<file path="src/rtl/sobolrng_sched.sv">
// Round-robin scheduler that grants one shared sobolrng to NREQ consumers for whole epochs.
// Optional `SOBOL_EARLY_TERM_EN: the epoch ends as soon as the granted requester drops its iReq bit.
module sobolrng_sched #(
  parameter int BITWIDTH = 8,
  parameter int NREQ     = 4,
  parameter int IDXW     = $clog2(NREQ)
) (
  input  logic            iClk,
  input  logic            iRst,
  input  logic [NREQ-1:0] iReq,
  input  logic            iStall,
  output logic [NREQ-1:0] oGnt,
  output logic [IDXW-1:0] oGntIdx,
  output logic            oRngClr,
  output logic            oRngEn,
  output logic [BITWIDTH-1:0] oCnt,
  output logic            oBusy,
  output logic            oDone
);

  typedef enum logic [1:0] {IDLE, CLR, RUN, DONE} stateT;

  stateT           state, nextState;
  logic [IDXW-1:0] ptr;
  logic [IDXW-1:0] arbPtr;
  logic [IDXW-1:0] cand;
  logic [IDXW-1:0] pickIdx;
  logic            pickValid;
  logic            earlyTerm;

`ifdef SOBOL_EARLY_TERM_EN
  assign earlyTerm = (state == RUN) && !iReq[oGntIdx];
`else
  assign earlyTerm = 1'b0;
`endif

  // In DONE the just-finished grant is already the new priority pointer.
  always_comb begin
    // NOTE: every variable gets a default before any branch, so no latch is inferred.
    arbPtr    = (state == DONE) ? oGntIdx : ptr;
    cand      = '0;
    pickIdx   = '0;
    pickValid = 1'b0;
    for (int i = 1; i <= NREQ; i++) begin
      cand = IDXW'((int'(arbPtr) + i) % NREQ);
      if (!pickValid && iReq[cand]) begin
        pickValid = 1'b1;
        pickIdx   = cand;
      end
    end
  end

  always_ff @(posedge iClk) begin
    // NOTE: registers use non-blocking assignments so every flop samples pre-edge values.
    if (iRst) state <= IDLE;
    else      state <= nextState;
  end

  always_comb begin
    nextState = state;
    case (state)
      IDLE: if (pickValid) nextState = CLR;
      CLR:  nextState = RUN;
      RUN: begin
        if (earlyTerm)                    nextState = DONE;
        else if (oRngEn && (oCnt == '1)) nextState = DONE;
      end
      DONE: nextState = pickValid ? CLR : IDLE;
      default: nextState = IDLE;
    endcase
  end

  always_comb begin
    oRngClr = (state == CLR);
    oRngEn  = (state == RUN) && !iStall && !earlyTerm;
    oBusy   = (state != IDLE);
    oDone   = (state == DONE);
  end

  always_ff @(posedge iClk) begin
    if (iRst) begin
      ptr     <= IDXW'(NREQ - 1);
      oGnt    <= '0;
      oGntIdx <= '0;
      oCnt    <= '0;
    end else begin
      case (state)
        IDLE, DONE: begin
          if (state == DONE) ptr <= oGntIdx;
          if (pickValid) begin
            oGnt    <= {{(NREQ-1){1'b0}}, 1'b1} << pickIdx;
            oGntIdx <= pickIdx;
          end else begin
            oGnt    <= '0;
            oGntIdx <= '0;
          end
        end
        CLR: oCnt <= '0;
        RUN: if (oRngEn) oCnt <= oCnt + 1'b1;
        default: ;
      endcase
    end
  end

endmodule

</file>
<file path="config.mk">
export PLATFORM = sky130hd
export DESIGN_NAME = sobolrng_sched
export DESIGN_NICKNAME = d
export VERILOG_FILES = /design/src/rtl/sobolrng_sched.sv
export SDC_FILE = /design/constraint.sdc
export NUM_CORES = 1
export LEC_CHECK = 0
export ABC_AREA = 1
export CAP_MARGIN = 20
export CORE_ASPECT_RATIO = 0.8
export CORE_MARGIN = 5
export CORE_UTILIZATION = 30
export CTS_CLUSTER_SIZE = 40
export DETAILED_ROUTE_END_ITERATION = 7
export PLACE_DENSITY = 0.63
export SETUP_SLACK_MARGIN = 0.5
export SLEW_MARGIN = 0
export SYNTH_ARGS = -nofsm -noshare
export SYNTH_HDL_FRONTEND = slang
export SYNTH_SLANG_ARGS = --single-unit
export TNS_END_PERCENT = 5
</file>
<file path="constraint.sdc">
create_clock -name iClk -period 2.5 [get_ports iClk]
set_clock_uncertainty 0.05 [all_clocks]
set_input_delay 0.375 -clock iClk [delete_from_list [all_inputs] [get_ports iClk]]
set_output_delay 0.375 -clock iClk [all_outputs]
set_load 0.01 [all_outputs]
</file>
==> results.sh, run 1 <==
export IMPL_synth_nets=207
export IMPL_slew_headroom=0.736
export IMPL_leakage_nw=0.745
export IMPL_drive_gt1_frac=0.205
export IMPL_yosysTopAreaCell="dfxtp_1"
export IMPL_r2r_start="state[0]"
export IMPL_vias=1241
export IMPL_antenna_cells=0
export IMPL_crit_type="flop to primary output"
export IMPL_syn_inst=194
export IMPL_clock_latency_ps=240
export IMPL_drt_total_wl_um=2860
export IMPL_num_io_pins=25
export IMPL_fin_nets=235
export IMPL_synth_distinct_cells=24
export IMPL_hold_buffers=0
export IMPL_overflow=0
export IMPL_yosys_warnings=0
export IMPL_clkTransAtPathRegs_ps=60
export IMPL_cp_arrival_ps=1470
export IMPL_row_count=21
export IMPL_start_util=0.305
export IMPL_rrSetupSlack_ps=610
export IMPL_rsz0062_at_grt="yes"
export IMPL_synth_edf_count=0
export IMPL_syn_to_final_growth_pct=33.2
export IMPL_reg2reg_depth=13
export IMPL_die_x_um=82.5
export IMPL_synthArstFlopShare=0
export IMPL_setup_viol=0
export IMPL_fp_dieH_um=68.0
export IMPL_avgSynthCellArea_um2=6.49
export IMPL_p_total_mw=2.13
export IMPL_globalplace_congestion=0.860
export IMPL_hold_slack_ps=415
export IMPL_ir_drop_mv=0.389
export IMPL_syn_area_um2=1260
export IMPL_grt_pass1_vias=1033
export IMPL_grt_pass1_wl_um=4740
export IMPL_ant_nets=0
export IMPL_seq_area_frac_synth=0.286
export IMPL_yosys_top_cells_area="dfxtp_1, nand2_1, nand3_1"
export IMPL_die_area_um2=5600
export IMPL_hold_viol=0
export IMPL_fillers=441
export IMPL_drc=0
export IMPL_finalCriticalPeriod_ps=1890
export IMPL_crit_fanout=4
export IMPL_core_area_um2=4130
export IMPL_drtPass1Iterations=4
export IMPL_antenna_found_initial=0
export IMPL_dpl_hpwl_um=2280
export IMPL_clock_sinks=18
export IMPL_p_per_area_nw_per_um2=1270
export IMPL_cp_end_kind="primary output"
export IMPL_cts_root_buffer="clkbuf_8"
export IMPL_maxCapViolCount=0
export IMPL_synth_seq_cells=18
export IMPL_cts_max_level=1
export IMPL_via_per_inst=4.48
export IMPL_clock_path_buffers=2
export IMPL_finalMaxSlewViolations=0
export IMPL_hold_class="flop to flop"
export IMPL_min_delay_start="oGnt[3]"
export IMPL_cts_tree="yes"
export IMPL_grt_max_degree=13
export IMPL_ys_flop_type="dfxtp_1"
export IMPL_finalCritPeriodShare=0.756
export IMPL_startpoint_type="flop"
export IMPL_required_ps=2080
export IMPL_port_buffers=24
export IMPL_post_drt_wl_per_cell_um=10.3
export IMPL_status="completed"
export IMPL_fin_tns_setup_ps=0
export IMPL_layout_commonest_cell="nand2_1"
export IMPL_dr_first_iter_drc_count=93
export IMPL_tightest_slew_ps=394
export IMPL_layout_common_cells="nand2_1, nand3_1, clkdlybuf4s50_1, inv_1, dfxtp_1"
export IMPL_fmax_ghz=0.529
export IMPL_cts_made_buffers=3
export IMPL_holdPathEnd="oGnt[3]"
export IMPL_grtUsageTotal=0.106
export IMPL_synth_top_area_share=0.286
export IMPL_timing_rr_end="state[0]"
export IMPL_worst_hold_path_num_cells=2
## worst max-delay path, stage by stage (launching register included)
cell and delay [ps]:
dfxtp_4 360, inv_1 110, ha_1 200, clkdlybuf4s50_1 540
## state kept, by name, indices dropped and copies added (netlist names)
| register | cells |
|---|---|
| oCnt | 8 |
| oGnt | 4 |
| oGntIdx | 2 |
| ptr | 2 |
| state | 2 |
## worst max path at each step
stage	from	endpoint	depth (start not counted)
finish	state[1]	oRngClr	3
global route	state[0]	state[0]	13
CTS	state[0]	oGnt[0]	14
detailed placement	iStall	state[0]	10
global placement	iStall	oCnt[7]	10
floorplan	state[0]	oGnt[0]	14
## cells in the mapped netlist, types with 3 or more instances
cell,count
nand3_1,23
nor2_1,7
clkbuf_1,3
inv_2,3
dfxtp_1,18
o21ai_0,4
nand2_2,15
nor2_2,3
nand2_1,62
inv_1,17
a21oi_1,15
nand2_4,3
ha_1,6
## cells by family after synthesis
kind of cell | synth area share
and+or+nand+nor | 0.476
AOI/OAI and AO/OA | 0.110
buffers and inverters | 0.0685
DFF | 0.286
adders and majority gates | 0.0596
## per-layer routing
metal,global-route usage,wire [um],vias to the layer above
met1,0.175,1570,536
met2,0.140,1170,17
met5,0,0,-
met4,0.0249,31,0
met3,0.0132,84,2
li1,-,-,686
## stage by stage
stage               setup WS [ps]  instance area, um2   util  instances
floorplan                     582                1260      -        194
global placement              413                1570  0.380        273
detailed placement            391                1570  0.380        273
CTS                           419                1610  0.390        276
global route                  471                1680  0.407        277
finish                        609                1680  0.407        277
## where the power goes
group          total, mW  switching (mW)  internal [mW]
Clock              0.196          0.0895          0.107
Sequential         0.434          0.0705          0.364
Combinational       1.50           0.944          0.557
## area by class of cell
cell class              count  area (um2)  area share
multi-input cells         153         866       0.516
flip-flops and latches     18         365       0.218
repair buffers             26         256       0.153
inverters                  20        77.6      0.0462
clock buffers               3        41.3      0.0246
well taps                  57        71.3      0.0425
## repair_timing
action                     4_1_cts  5_1_grt
setup endpoints to repair       11       11
buffers inserted                 0        1
gates resized for setup          1       17
pin swaps                        0        4
No activity file was read; power rests on OpenSTA's default activity.
==> run 2: changes to the inputs <==
==> constraint.sdc (replaced) <==
create_clock -name iClk -period 1.9 [get_ports iClk]
set_clock_uncertainty 0.05 [all_clocks]
set_input_delay 0.285 -clock iClk [delete_from_list [all_inputs] [get_ports iClk]]
set_output_delay 0.285 -clock iClk [all_outputs]
set_load 0.01 [all_outputs]
==> results.sh, run 2 (synthesis results as in run 1) <==
export IMPL_finalCritPeriodShare=0.973
export IMPL_hold_slack_ps=410
export IMPL_cp_end_kind="flop"
export IMPL_required_ps=2000
export IMPL_cts_made_buffers=3
export IMPL_finalMaxSlewViolations=0
export IMPL_cp_arrival_ps=1950
export IMPL_die_x_um=82.5
export IMPL_cp_num_buf_inv=2
export IMPL_crit_fanout=7
export IMPL_grtUsageTotal=0.119
export IMPL_p_per_area_nw_per_um2=1820
export IMPL_cts_tree="yes"
export IMPL_grt_pass1_wl_um=5150
export IMPL_slew_headroom=0.828
export IMPL_antenna_cells=0
export IMPL_maxCapViolCount=0
export IMPL_largest_register_ffs=8
export IMPL_clock_sinks=18
export IMPL_fin_nets=251
export IMPL_hold_viol=0
export IMPL_rsz0062_at_grt="yes"
export IMPL_num_io_pins=25
export IMPL_crit_family="simple AND/OR/NAND/NOR gates"
export IMPL_clock_path_buffers=2
export IMPL_drc=0
export IMPL_drtPass1Iterations=4
export IMPL_port_buffers=24
export IMPL_grt_pass1_vias=1157
export IMPL_cts_max_level=1
export IMPL_globalplace_congestion=0.793
export IMPL_tightest_slew_ps=258
export IMPL_die_area_um2=5600
export IMPL_clkTransAtPathRegs_ps=70
export IMPL_hold_class="flop to flop"
export IMPL_dr_first_iter_drc_count=70
export IMPL_crit_slowest_cell="dfxtp_4"
export IMPL_ir_drop_mv=0.783
export IMPL_drive_gt1_frac=0.424
export IMPL_post_drt_wl_per_cell_um=11.6
export IMPL_ant_nets=0
export IMPL_reg_largest_list="oCnt: 8 flops, oGnt: 4 flops"
export IMPL_core_area_um2=4130
export IMPL_syn_to_final_growth_pct=59.9
export IMPL_finalCriticalPeriod_ps=1850
export IMPL_leakage_nw=1.05
export IMPL_regMostFlops="oCnt"
export IMPL_layout_common_cells="nand2_1, nand2_2, nand3_1, buf_4, inv_1"
export IMPL_dp_cells=275
export IMPL_via_per_inst=4.65
export IMPL_antenna_found_initial=0
export IMPL_cts_root_buffer="clkbuf_8"
export IMPL_startpoint_type="flop"
export IMPL_fp_dieH_um=68.0
export IMPL_post_route_util=0.488
export IMPL_clock_latency_ps=250
export IMPL_fmax_ghz=0.541
export IMPL_path_common_cell="nand2_2"
export IMPL_grt_max_degree=12
export IMPL_start_util=0.305
export IMPL_dpl_hpwl_um=2300
export IMPL_overflow=0
export IMPL_fillers=417
export IMPL_setup_viol=0
export IMPL_vias=1362
export IMPL_layout_commonest_cell="nand2_1"
export IMPL_seq_area_um2=374
export IMPL_max_stage_delay_ps=380
export IMPL_worstPathCellList="ha_4 > inv_6 > nand2_8 > nand2_8 > nand2_2 > nand2_2 > nand2_1 > nand2_2 > nor2_4 > nand3_2 > nand2_2 > inv_2 > nand3_1 > a21oi_1"
export IMPL_crit_type="flop to flop"
export IMPL_hold_buffers=0
export IMPL_status="completed"
export IMPL_drt_total_wl_um=3410
export IMPL_row_count=21
export IMPL_multi_input_area_um2=1060
export IMPL_instances_no_fill=293
[run 2: changes by cell type in the layout (fill, tap and decap cells not counted), sizes merged]
cell | previous run | this run
buf | 2 | 18
clkdlybuf4s50 | 22 | 9
dlygate4sd2 | 1 | 3
dlymetal6s2s | 1 | 11
nand2 | 80 | 81
[run 2: cell type report]
class                      count  area share
multi-input combinational    154       0.524
clock buffer                   3      0.0205
inverter                      20      0.0410
tap                           57      0.0354
timing repair buffer          41       0.193
sequential                    18       0.186
[run 2: power by group]
part           total (mW)  switching [mW]  internal, mW
clock network       0.268           0.127         0.141
logic                2.83            1.66          1.16
registers           0.576          0.0926         0.483
total                3.67            1.88          1.79
[run 2: metal layers]
layer	vias to the layer above	wire [um]	part of all wire	global-route usage
met2	32	1580	0.46	0.178
li1	721	-	-	-
met1	602	1630	0.48	0.166
met5	-	0	0	0
met4	0	91	0.027	0.0726
met3	7	109	0.032	0.00526
[run 2: worst paths after layout]
path	startpoint	end	slack, ps	depth (start not counted)
setup reg to reg	state[0]	oGnt[0]	50	14
hold / removal	oGnt[1]	oGnt[1]	410	2
setup / recovery	state[0]	oGnt[0]	50	14
hold reg to reg	oGnt[1]	oGnt[1]	410	2
[run 2: timing repair]
| item | in CTS | in global routing |
|---|---|---|
| pin swaps | 11 | 24 |
| setup endpoints to repair | 33 | 36 |
| cloned | 0 | 1 |
| resized for setup | 11 | 58 |
| setup buffers | 12 | 2 |
[run 2: stage by stage]
| stage | instance area (um2) | total power, mW | setup slack [ps] | TNS, ps |
|---|---|---|---|---|
| finish | 2010 | 3.67 | 51.8 | 0 |
| global route | 2010 | 3.98 | -72.5 | -324 |
| CTS | 1800 | 3.14 | 58.4 | 0 |
| detailed placement | 1640 | 2.59 | 27.4 | 0 |
| global placement | 1640 | 2.57 | 34.2 | 0 |
| floorplan | 1320 | 2.09 | 217 | 0 |
[run 2: tightest hold or removal path, cell delays in order (launching register included)]
cell	delay, ps
dfxtp_1	310
nand2_1	60
a21oi_1	50
==> run 3: changes to the inputs <==
--- a/config.mk
+++ b/config.mk
@@ -10,12 +10,12 @@
 export CORE_ASPECT_RATIO = 0.8
 export CORE_MARGIN = 5
 export CORE_UTILIZATION = 30
-export CTS_CLUSTER_SIZE = 40
+export CTS_CLUSTER_SIZE = 28
 export DETAILED_ROUTE_END_ITERATION = 7
+export GPL_TIMING_DRIVEN = 0
 export PLACE_DENSITY = 0.63
 export SETUP_SLACK_MARGIN = 0.5
 export SLEW_MARGIN = 0
 export SYNTH_ARGS = -nofsm -noshare
 export SYNTH_HDL_FRONTEND = slang
 export SYNTH_SLANG_ARGS = --single-unit
-export TNS_END_PERCENT = 5
==> results.sh, run 3 (synthesis results as in run 1) <==
export IMPL_fmax_ghz=0.537
export IMPL_vias=1429
export IMPL_clock_path_buffers=2
export IMPL_slew_headroom=0.673
export IMPL_leakage_nw=0.993
export IMPL_status="completed"
export IMPL_dpl_hpwl_um=2260
export IMPL_post_drt_wl_per_cell_um=11.5
export IMPL_worstPathCellList="buf_6 > buf_6 > ha_4 > inv_4 > nor2_4 > inv_4 > nor2_4 > nand2_2 > inv_2 > nand2_2 > o21ai_4 > nand3_1 > nand2_1 > a21oi_2"
export IMPL_reg_largest_list="oCnt: 8 flops, oGnt: 4 flops"
export IMPL_crit_fanout=4
export IMPL_core_area_um2=4130
export IMPL_port_buffers=23
export IMPL_grt_max_degree=11
export IMPL_rsz0062_at_grt="yes"
export IMPL_min_delay_start="iRst"
export IMPL_ant_nets=0
export IMPL_layout_common_cells="nand2_1, nand2_2, buf_4, nand3_1, dlygate4sd2_1"
export IMPL_fin_nets=263
export IMPL_maxCapViolCount=0
export IMPL_row_count=21
export IMPL_globalplace_congestion=0.842
export IMPL_grtUsageTotal=0.124
export IMPL_grt_pass1_wl_um=5570
export IMPL_drc=0
export IMPL_drive_gt1_frac=0.470
export IMPL_die_area_um2=5600
export IMPL_cp_end_kind="flop"
export IMPL_instances_no_fill=306
export IMPL_p_per_area_nw_per_um2=1790
export IMPL_hold_class="input pin to flop"
export IMPL_crit_slowest_cell="dfxtp_4"
export IMPL_overflow=0
export IMPL_finalMaxSlewViolations=0
export IMPL_dp_slack_ps=-6.18
export IMPL_dp_cells=274
export IMPL_cp_arrival_ps=1940
export IMPL_hold_viol=0
export IMPL_layout_commonest_cell="nand2_1"
export IMPL_drtPass1Iterations=5
export IMPL_antenna_cells=0
export IMPL_setup_viol=0
export IMPL_worst_hold_path_num_cells=2
export IMPL_regMostFlops="oCnt"
export IMPL_antenna_found_initial=0
export IMPL_cts_root_buffer="clkbuf_8"
export IMPL_clkTransAtPathRegs_ps=70
export IMPL_tightest_slew_ps=491
export IMPL_rrSetupSlack_ps=40
export IMPL_die_x_um=82.5
export IMPL_crit_type="flop to flop"
export IMPL_finalCritPeriodShare=0.980
export IMPL_ir_drop_mv=0.642
export IMPL_max_stage_delay_ps=380
export IMPL_required_ps=1980
export IMPL_clock_sinks=18
export IMPL_dr_first_iter_drc_count=83
export IMPL_r2r_start="state[1]"
export IMPL_cts_tree="yes"
export IMPL_cts_made_buffers=3
export IMPL_largest_register_ffs=8
export IMPL_cts_max_level=1
export IMPL_fp_dieH_um=68.0
export IMPL_drt_total_wl_um=3530
export IMPL_clock_latency_ps=260
export IMPL_num_io_pins=25
export IMPL_via_per_inst=4.67
export IMPL_timing_rr_end="state[0]"
export IMPL_startpoint_type="flop"
export IMPL_start_util=0.305
export IMPL_holdPathEnd="oCnt[5]"
export IMPL_syn_to_final_growth_pct=69.7
export IMPL_reg2reg_depth=14
export IMPL_setup_ws_ps=38.5
export IMPL_finalCriticalPeriod_ps=1860
export IMPL_hold_buffers=0
export IMPL_grt_pass1_vias=1270
[run 3: cell types whose count changed in the layout (fill, tap and decap cells not counted), moves of 2 or more]
cell | before | now
dlygate4sd2_1 | 3 | 14
dlymetal6s2s_1 | 11 | 0
buf_6 | 0 | 10
clkdlybuf4s50_1 | 9 | 5
buf_4 | 18 | 21
clkbuf_1 | 0 | 2
inv_1 | 13 | 11
nand2_4 | 12 | 10
nor2_2 | 3 | 1
nor2_4 | 4 | 6
o21ai_0 | 4 | 2
o21ai_1 | 0 | 2
[run 3: layout make-up]
type	instances	area [um2]
plain buffers	3	18.8
clock buffers	4	55.1
fillers	385	1990
inverters	20	96.3
multi-input cells	154	1080
flip-flops and latches	18	374
well taps	57	71.3
repair buffers	50	443
[run 3: power breakdown]
part / switching [mW] / internal [mW]
Combinational: 1.66 / 1.27
Sequential: 0.0962 / 0.484
Clock: 0.133 / 0.184
Total: 1.89 / 1.94
[run 3: worst max-delay path by stage]
stage,from,endpoint,slack (ps)
after global routing,state[1],oGnt[3],-80
after floorplan,state[0],oGnt[0],220
final,state[1],state[0],40
after CTS,state[0],oGnt[3],70
after global placement,iStall,state[0],8
after detailed placement,iStall,state[0],-6
[run 3: per-layer routing]
metal / up-vias / GRT usage / wire (um)
li1: 737 / - / -
met1: 666 / 0.172 / 1690
met2: 22 / 0.204 / 1700
met3: 4 / 0.0197 / 110
met4: 0 / 0.0249 / 30
met5: - / 0 / 0
[run 3: metrics by stage]
stage               cell area [um2]  total power, mW  utilization  setup TNS [ps]  hold slack, ps
finish                         2140             3.82        0.518               0             364
global route                   2140             4.13        0.518            -429             400
CTS                            1960             3.50        0.476               0             364
detailed placement             1620             2.55        0.393           -6.18             408
global placement               1620             2.54        0.393               0             405
floorplan                      1320             2.09            -               0             412
[run 3: repair_timing]
action                     4_1_cts  5_1_grt
setup buffers                   16       11
pin swaps                       38       13
setup endpoints to repair       31       19
cloned                           1        0
gates resized for setup         73       34
[run 3: critical path: cells and delay by family (launching register included)]
family / cells / cell delay, ps
AND/OR/NAND/NOR: 6 / 570
buffers and inverters: 5 / 390
flip-flops: 1 / 380
AO/OA/AOI/OAI: 2 / 210
adder cells (fa/ha/maj): 1 / 140
